==> src/rtl/io_pkg.sv <==
// Shared types and default sizing for the IN/OUT responder.
// Compile with +define+IO_ECHO_EN to echo each IN value onto the display.
package io_pkg;

  typedef enum logic [1:0] {
    IDLE,
    WAIT_PRESS,
    WAIT_RELEASE,
    DONE
  } io_state_t;

  localparam int IO_DATA_W          = 32;
  localparam int IO_SW_W            = 16;
  localparam int IO_DEBOUNCE_CYCLES = 50000;

endpackage

==> src/rtl/btn_debounce.sv <==
// Two-flop synchronizer plus run-length counter for the raw enter button.
// stable_valid is high once the current level has been seen DEBOUNCE_CYCLES times in a row.
module btn_debounce #(
  parameter int DEBOUNCE_CYCLES = 50000
) (
  input  logic clock,
  input  logic reset_n,
  input  logic btn,
  output logic stable_level,
  output logic stable_valid
);

  localparam int CNT_W = $clog2(DEBOUNCE_CYCLES + 1);
  localparam logic [CNT_W-1:0] CNT_MAX = CNT_W'(DEBOUNCE_CYCLES);

  logic             sync_p0;
  logic             sync_p1;
  logic             level;
  logic [CNT_W-1:0] cnt;

  function automatic logic [CNT_W-1:0] sat_inc(input logic [CNT_W-1:0] v);
    return (v == CNT_MAX) ? v : v + 1'b1;
  endfunction

  always_ff @(posedge clock) begin
    if (!reset_n) begin
      sync_p0 <= 1'b0;
      sync_p1 <= 1'b0;
      level   <= 1'b0;
      cnt     <= '0;
    end else begin
      sync_p0 <= btn;
      sync_p1 <= sync_p0;
      // A changed sample is the first of a new run, so the count restarts at one.
      if (sync_p1 != level) begin
        level <= sync_p1;
        cnt   <= CNT_W'(1);
      end else begin
        cnt <= sat_inc(cnt);
      end
    end
  end

  assign stable_level = level;
  assign stable_valid = (cnt == CNT_MAX);

endmodule

==> src/rtl/io_responder.sv <==
// Responder for IN (stall until enter pressed and released, return switches) and OUT (load display).
// Optional IO_ECHO_EN: a completed IN also copies its value onto the display.
module io_responder
  import io_pkg::*;
#(
  parameter int DATA_W          = IO_DATA_W,
  parameter int SW_W            = IO_SW_W,
  parameter int DEBOUNCE_CYCLES = IO_DEBOUNCE_CYCLES
) (
  input  logic              clock,
  input  logic              reset_n,
  input  logic              op_io,
  input  logic              req_in,
  input  logic              req_out,
  input  logic [DATA_W-1:0] out_data,
  input  logic [SW_W-1:0]   sw,
  input  logic              btn_enter,
  output logic              stall,
  output logic [DATA_W-1:0] in_data,
  output logic              in_valid,
  output logic [DATA_W-1:0] disp_value,
  output logic              disp_update
);

  io_state_t state;
  logic      armed;
  logic      btn_level;
  logic      btn_valid;
  logic      in_req;
  logic      out_req;

  btn_debounce #(
    .DEBOUNCE_CYCLES(DEBOUNCE_CYCLES)
  ) u_debounce (
    .clock       (clock),
    .reset_n     (reset_n),
    .btn         (btn_enter),
    .stable_level(btn_level),
    .stable_valid(btn_valid)
  );

  assign in_req  = op_io & req_in;
  assign out_req = op_io & req_out & ~req_in;
  assign stall   = in_req & (state != DONE);

  always_ff @(posedge clock) begin
    if (!reset_n) begin
      state       <= IDLE;
      armed       <= 1'b0;
      in_data     <= '0;
      in_valid    <= 1'b0;
      disp_value  <= '0;
      disp_update <= 1'b0;
    end else begin
      in_valid    <= 1'b0;
      disp_update <= 1'b0;
      case (state)
        IDLE: begin
          if (in_req) begin
            state <= WAIT_PRESS;
            armed <= 1'b0;
          end else if (out_req) begin
            disp_value  <= out_data;
            disp_update <= 1'b1;
          end
        end
        WAIT_PRESS: begin
          // A press only counts after a stable release, so a button held at request time is ignored.
          if (!in_req) begin
            state <= IDLE;
          end else if (btn_valid && !btn_level) begin
            armed <= 1'b1;
          end else if (armed && btn_valid && btn_level) begin
            state   <= WAIT_RELEASE;
            in_data <= DATA_W'(sw);
          end
        end
        WAIT_RELEASE: begin
          if (!in_req) begin
            state <= IDLE;
          end else if (btn_valid && !btn_level) begin
            state    <= DONE;
            in_valid <= 1'b1;
          end
        end
        DONE: begin
          state <= IDLE;
`ifdef IO_ECHO_EN
          disp_value  <= in_data;
          disp_update <= 1'b1;
`endif
        end
        default: state <= IDLE;
      endcase
    end
  end

endmodule
==> config.mk <==
export PLATFORM = sky130hd
export DESIGN_NAME = io_responder
export DESIGN_NICKNAME = d
export VERILOG_FILES = /design/src/rtl/io_pkg.sv /design/src/rtl/btn_debounce.sv /design/src/rtl/io_responder.sv
export SDC_FILE = /design/constraint.sdc
export NUM_CORES = 1
export LEC_CHECK = 0
export ABC_AREA = 1
export CORE_MARGIN = 2
export CORE_UTILIZATION = 45
export CTS_BUF_LIST = sky130_fd_sc_hd__clkbuf_4
export DETAILED_ROUTE_END_ITERATION = 10
export PLACE_DENSITY = 0.83
export SETUP_SLACK_MARGIN = 0.15
export SYNTH_ARGS = -nofsm -noshare
export SYNTH_HDL_FRONTEND = slang
export SYNTH_HIERARCHICAL = 1
export SYNTH_SLANG_ARGS = --single-unit
==> constraint.sdc <==
create_clock -name clock -period 2.3 [get_ports clock]
set_input_delay 0.46 -clock clock [delete_from_list [all_inputs] [get_ports clock]]
set_output_delay 0.46 -clock clock [all_outputs]
set_load 0.05 [all_outputs]
* Word-level counts from Yosys, hierarchy flattened
Cells that the tools add are included.
Operators by class: order comparisons 0, multiply operators 0, bitwise logic cells 9, divide/modulo/power cells 0, shifts and indexed selects 0, eq/ne operators 13, muxes and demuxes 15, reduce and logical (&&, ||, !) cells 13, add/subtract/negate cells 1
Operator list (number):
- $add A16 B1 Y16 const B | 1
- $eq A16 B16 Y1 const B | 1
- $mux W2 | 6
- $reduce_and A4 Y1 | 3
- $ne A3 B3 Y1 const B | 3
- $ne A2 B2 Y1 const B | 4
- $pmux W2 S4 | 1
- $mux W1 | 7
- $reduce_and A3 Y1 | 2
- $not A1 Y1 | 5
- $and A1 B1 Y1 | 4
- $eq A2 B2 Y1 const B | 2
- $logic_and A1 B1 Y1 | 3
- $reduce_or A3 Y1 | 1
- $eq A2 B1 Y1 const B | 1
- $logic_not A2 Y1 | 1
- $ne A2 B1 Y1 const B | 1
- $pmux W1 S2 | 1
- $reduce_bool A2 Y1 | 1
- $reduce_or A2 Y1 | 1
- $logic_not A1 Y1 | 1
- $ne A1 B1 Y1 | 1
Word-level totals: memory bits (read-only) 0, RAM bits 0, latch bits 0, memories 0, output and inout port bits 67, register bits after elaboration 72

* Logic depth before layout (Yosys ltp)
word-level depth 7, gate-level depth with buffers 10

* Modules after synthesis
The synthesis kept the hierarchy.
By module, submodules not included:
- io_responder | area each 2154.6 µm², instances 1, cells each 283, seq. area each 1061.0 µm²
- btn_debounce | area each 1007.2 µm², instances 1, cells each 151, seq. area each 380.4 µm²

* Worst setup path after synthesis
OpenSTA, ideal clock, no wires.
path kind flip-flop to flip-flop, from reg u_debounce.cnt[0], to reg in_data[5], buffers on the path 1, stages on the path, launching flop included 11, data arrival time 1751 ps, slack 434 ps, data required time 2186 ps, library setup time 114 ps, cell sequence dfxtp_1 inv_1 ha_1 nand3_1 nor4_1 nand3_1 inv_1 buf_4 nand3b_1 nand2_1 nor2_1
Between the ends: word-level cells in the longest chain between the ends 4, elaborated cells between the ends (all ways) 6
RTL lines:
- start, declared | RTL line btn_debounce.sv:19 | logic [CNT_W-1:0] cnt;
- start signal, assigned | RTL line btn_debounce.sv:39 | cnt <= sat_inc(cnt);
- $eq A16 B16 Y1 * | RTL line btn_debounce.sv:45 | assign stable_valid = (cnt == CNT_MAX);
- net btn_valid | RTL line io_responder.sv:28 | logic btn_valid;
- $logic_and A1 B1 Y1, on equally long branches | RTL line io_responder.sv:73, io_responder.sv:71
- $logic_and A1 B1 Y1 or $not A1 Y1 (tied branches)
- $reduce_and A4 Y1 (no line) *
- end signal, assigned | RTL line io_responder.sv:75 | in_data <= DATA_W'(sw);
- end, declared | RTL line io_responder.sv:19 | output logic [DATA_W-1:0] in_data,
The timed path passes the listed nets; every way through them passes the cells marked *. A chain may end at the register's enable or synchronous reset.

* Worst setup path in the final report
from reg in_data[3], to out in_data[3]
No word-level cell between the ends.

==> impl_results.md <==
- Status: complete, no violations
- Lkg Pwr: 1.78 nW
- Initial Util: 46.5%
- CP max FO: 2
- Post-DP HPWL: 5430 microns
- Endpoints failing setup: 0
- Placeable Area: 6790 sq um
- Top-count cell post-synth: nor2_1
- Final Critical Period: 2.07 ns
- Placed inst area: 4240 sq um
- Syn Inst Count: 434
- Final Max Slew Viols: 0
- Critical Path Sink: in_data[3]
- Global-route wire length before repair: 12100 microns
- Netlist cell types: 28
- Iteration-0 DRC count of the detailed router: 118
- Critical path class: flop to output port
- Setup TNS Final: 0 ns
- EDFF count, synth: 0
- Top post-synthesis cells by area: dfxtp_1, nor2_1, nand2_1, o21ai_0, buf_4
- Row count: 30
- Setup crit start: in_data[3]$_SDFFE_PN0P_
- WP data required: 1.84 ns
- Critical Path End Type: output port
- Worst reg2reg path depth: 11
- Drt wl/cell: 11.8 microns
- Peak supply drop: 372 uV
- Slew @ Worst Pin: 0.532 ns
- DRC: 0
- Crit path depth: 1
- ANT cells: 0
- FMAX: 0.484 GHz
- Pwr per Cell Area: 616 nW/um^2
- Final hold vios: 0
- Fillers: 598
- Worst R2R Start: u_debounce/cnt[0]$_SDFFE_PN0P_
- Ys flop type: dfxtp_1
- Synth Register Bits: 72
- Gpl congestion: 0.824
- Mapped Area: 3160 sq um
- Worst-skew pair later-pin latency: 0.42 ns
- H-Tree Depth: 3
- Max capacitance violation total: 0
- Deepest clock path buffer count: 2
- Sequential-to-total area share from yosys stat: 45.6%
- Worst r2r dst: in_data[14]$_SDFFE_PN0P_
- CTS tree: done
- Antenna Violating Nets Remaining: 0
- Post-Layout Inst Area: 4450 sq um
- First-pass iteration count of the detailed router: 4
- CP bufs+invs: 1
- PortBufs: 104
- Vias in the first global route: 2825
- Cts-stage hold buffer count: 0
- Worst path slowest cell: clkdlybuf4s50_1
- Clock transition at the registers of the reported paths: 0.12 ns
- Critical path, cell by cell: clkdlybuf4s50_1
- Syn Area/Cell: 7.29 sq um
- Avg Vias per Cell: 4.73
- Met2 usage: 33.0%
- Synth-to-Final Area Change: 40.6%
- Crit start category: flop
- Yosys top cell by area: dfxtp_1
- Ys Warns: 6
- Final WL: 7510 microns
- Global route hottest layer: met2
- I/O pin count: 121
- Tot GR Track Use: 20.1%
- Tcrit/Tclk final: 89.9%
- Slew margin rel.: 64.4%
- Worst stage delay on the critical path: 0.82 ns
- Synth top cells by count: nor2_1, dfxtp_1, nand2_1
- Initial antenna violation count: 0
- Clock skew: 0.0126 ns
- Root Buffer: clkbuf_4
- Chip height: 87.8 microns
- Share of the synthesized area in the top cell type: 45.6%
- Asr flop ratio synth: 0%
- Grt total ovfl: 0
- Die ar.: 7710 sq um
- DR vias: 3021
- R2R Setup Slk: 0.34 ns
- Met1 GRT Util: 22.2%
- Met3 Resource Use GR: 8.20%
- RSZ-0062 raised after global routing: no
- Die width: 87.8 microns
- Proportion of layout cells with a drive suffix above 1: 8.66%
- Largest net degree at the start of global routing: 58
- Crit path DAT: 1.61 ns
- Num CTS Buffers: 9
- Worst Hold Class: input port to flop
- Final nets: 595
- Family with the most delay on the worst path: buffers and inverters
- TritonCTS Sinks: 72
## logic make-up (layout without fill, tap and decap cells)
kind of cell / count (synthesis) / in the layout / synth area share, %
compound gates: 55 / 55 / 8.71
xor+xnor: 2 / 2 / 0.554
other cells: 1 / 16 / 0.119
flops: 72 / 72 / 45.6
buf+inv: 67 / 161 / 11.0
fa+ha+maj: 2 / 2 / 0.791
simple gates: 235 / 235 / 33.2
## cell usage in the layout (no fill, tap or decap), types with 5 or more instances in the layout
master | synthesis | layout
nor2_1 | 119 | 119
clkdlybuf4s50_1 | 0 | 102
dfxtp_1 | 72 | 72
nand2_1 | 64 | 64
o21ai_0 | 36 | 36
inv_1 | 29 | 29
nand3b_1 | 17 | 17
conb_1 | 1 | 16
a21oi_1 | 15 | 14
nand3_1 | 12 | 12
clkbuf_4 | 0 | 9
nand2_2 | 5 | 5
inv_2 | 5 | 5
nor2_2 | 5 | 5
## layout make-up
type | count | area [sq um] | area share [%]
Sequential cell | 72 | 1440 | 32.4
Multi-Input combinational cell | 310 | 1440 | 32.4
Timing Repair Buffer | 111 | 1140 | 25.6
Inverter | 35 | 133 | 2.98
Tap cell | 96 | 120 | 2.70
Clock inverter | 6 | 109 | 2.45
Clock buffer | 9 | 67.6 | 1.52
## how the worst min path moves through the flow
stage,startpoint,to,slack (ns),cells after the start
finish,reset_n,u_debounce/cnt[14]$_SDFFE_PP0P_,0.37,3
global route,reset_n,u_debounce/cnt[14]$_SDFFE_PP0P_,0.39,3
CTS,reset_n,u_debounce/cnt[11]$_SDFFE_PP0P_,0.36,3
detailed placement,u_debounce/sync_p0$_SDFF_PN0_,u_debounce/sync_p1$_SDFF_PN0_,0.41,2
global placement,u_debounce/sync_p0$_SDFF_PN0_,u_debounce/sync_p1$_SDFF_PN0_,0.40,2
floorplan,u_debounce/sync_p0$_SDFF_PN0_,u_debounce/sync_p1$_SDFF_PN0_,0.39,2
## per-layer routing
metal  wire (microns)  share of wire [%]
met1             3020                 40
met4              102                1.4
met2             3650                 49
met5                0                  0
met3              745                9.9
## where the power goes
part / total [mW] / switching (mW) / internal (mW)
sequential: 1.31 / 0.0235 / 1.28
clock: 0.978 / 0.437 / 0.540
combinational: 0.452 / 0.274 / 0.178
## flip-flops by register name, summed over array words and instances (netlist names)
| name | flops |
|---|---|
| armed | 1 |
| disp_update | 1 |
| disp_value | 32 |
| in_data | 16 |
| in_valid | 1 |
| state | 2 |
| u_debounce/cnt | 16 |
| u_debounce/stable_level | 1 |
| u_debounce/sync_p0 | 1 |
| u_debounce/sync_p1 | 1 |
## stage by stage
step                worst slack [ns]  util [%]  cells  hold slack, ns  power [mW]
floorplan                      0.434         -    449           0.390        1.63
global placement               0.272      62.4    623           0.403        1.78
detailed placement             0.220      62.4    623           0.408        1.79
CTS                            0.216      65.0    638           0.362        2.77
global route                   0.153      65.4    639           0.394        2.85
finish                         0.233      65.4    639           0.375        2.74
## worst min-delay path, stage by stage
cell	delay, ns
buf_2	0.11
nand2_1	0.13
a21oi_1	0.05
## what timing repair did
item                       4_1_cts  5_1_grt
setup buffers                    0        1
gates resized for setup          0        2
setup endpoints to repair        0       16
Power figures use the tool's default switching activity.
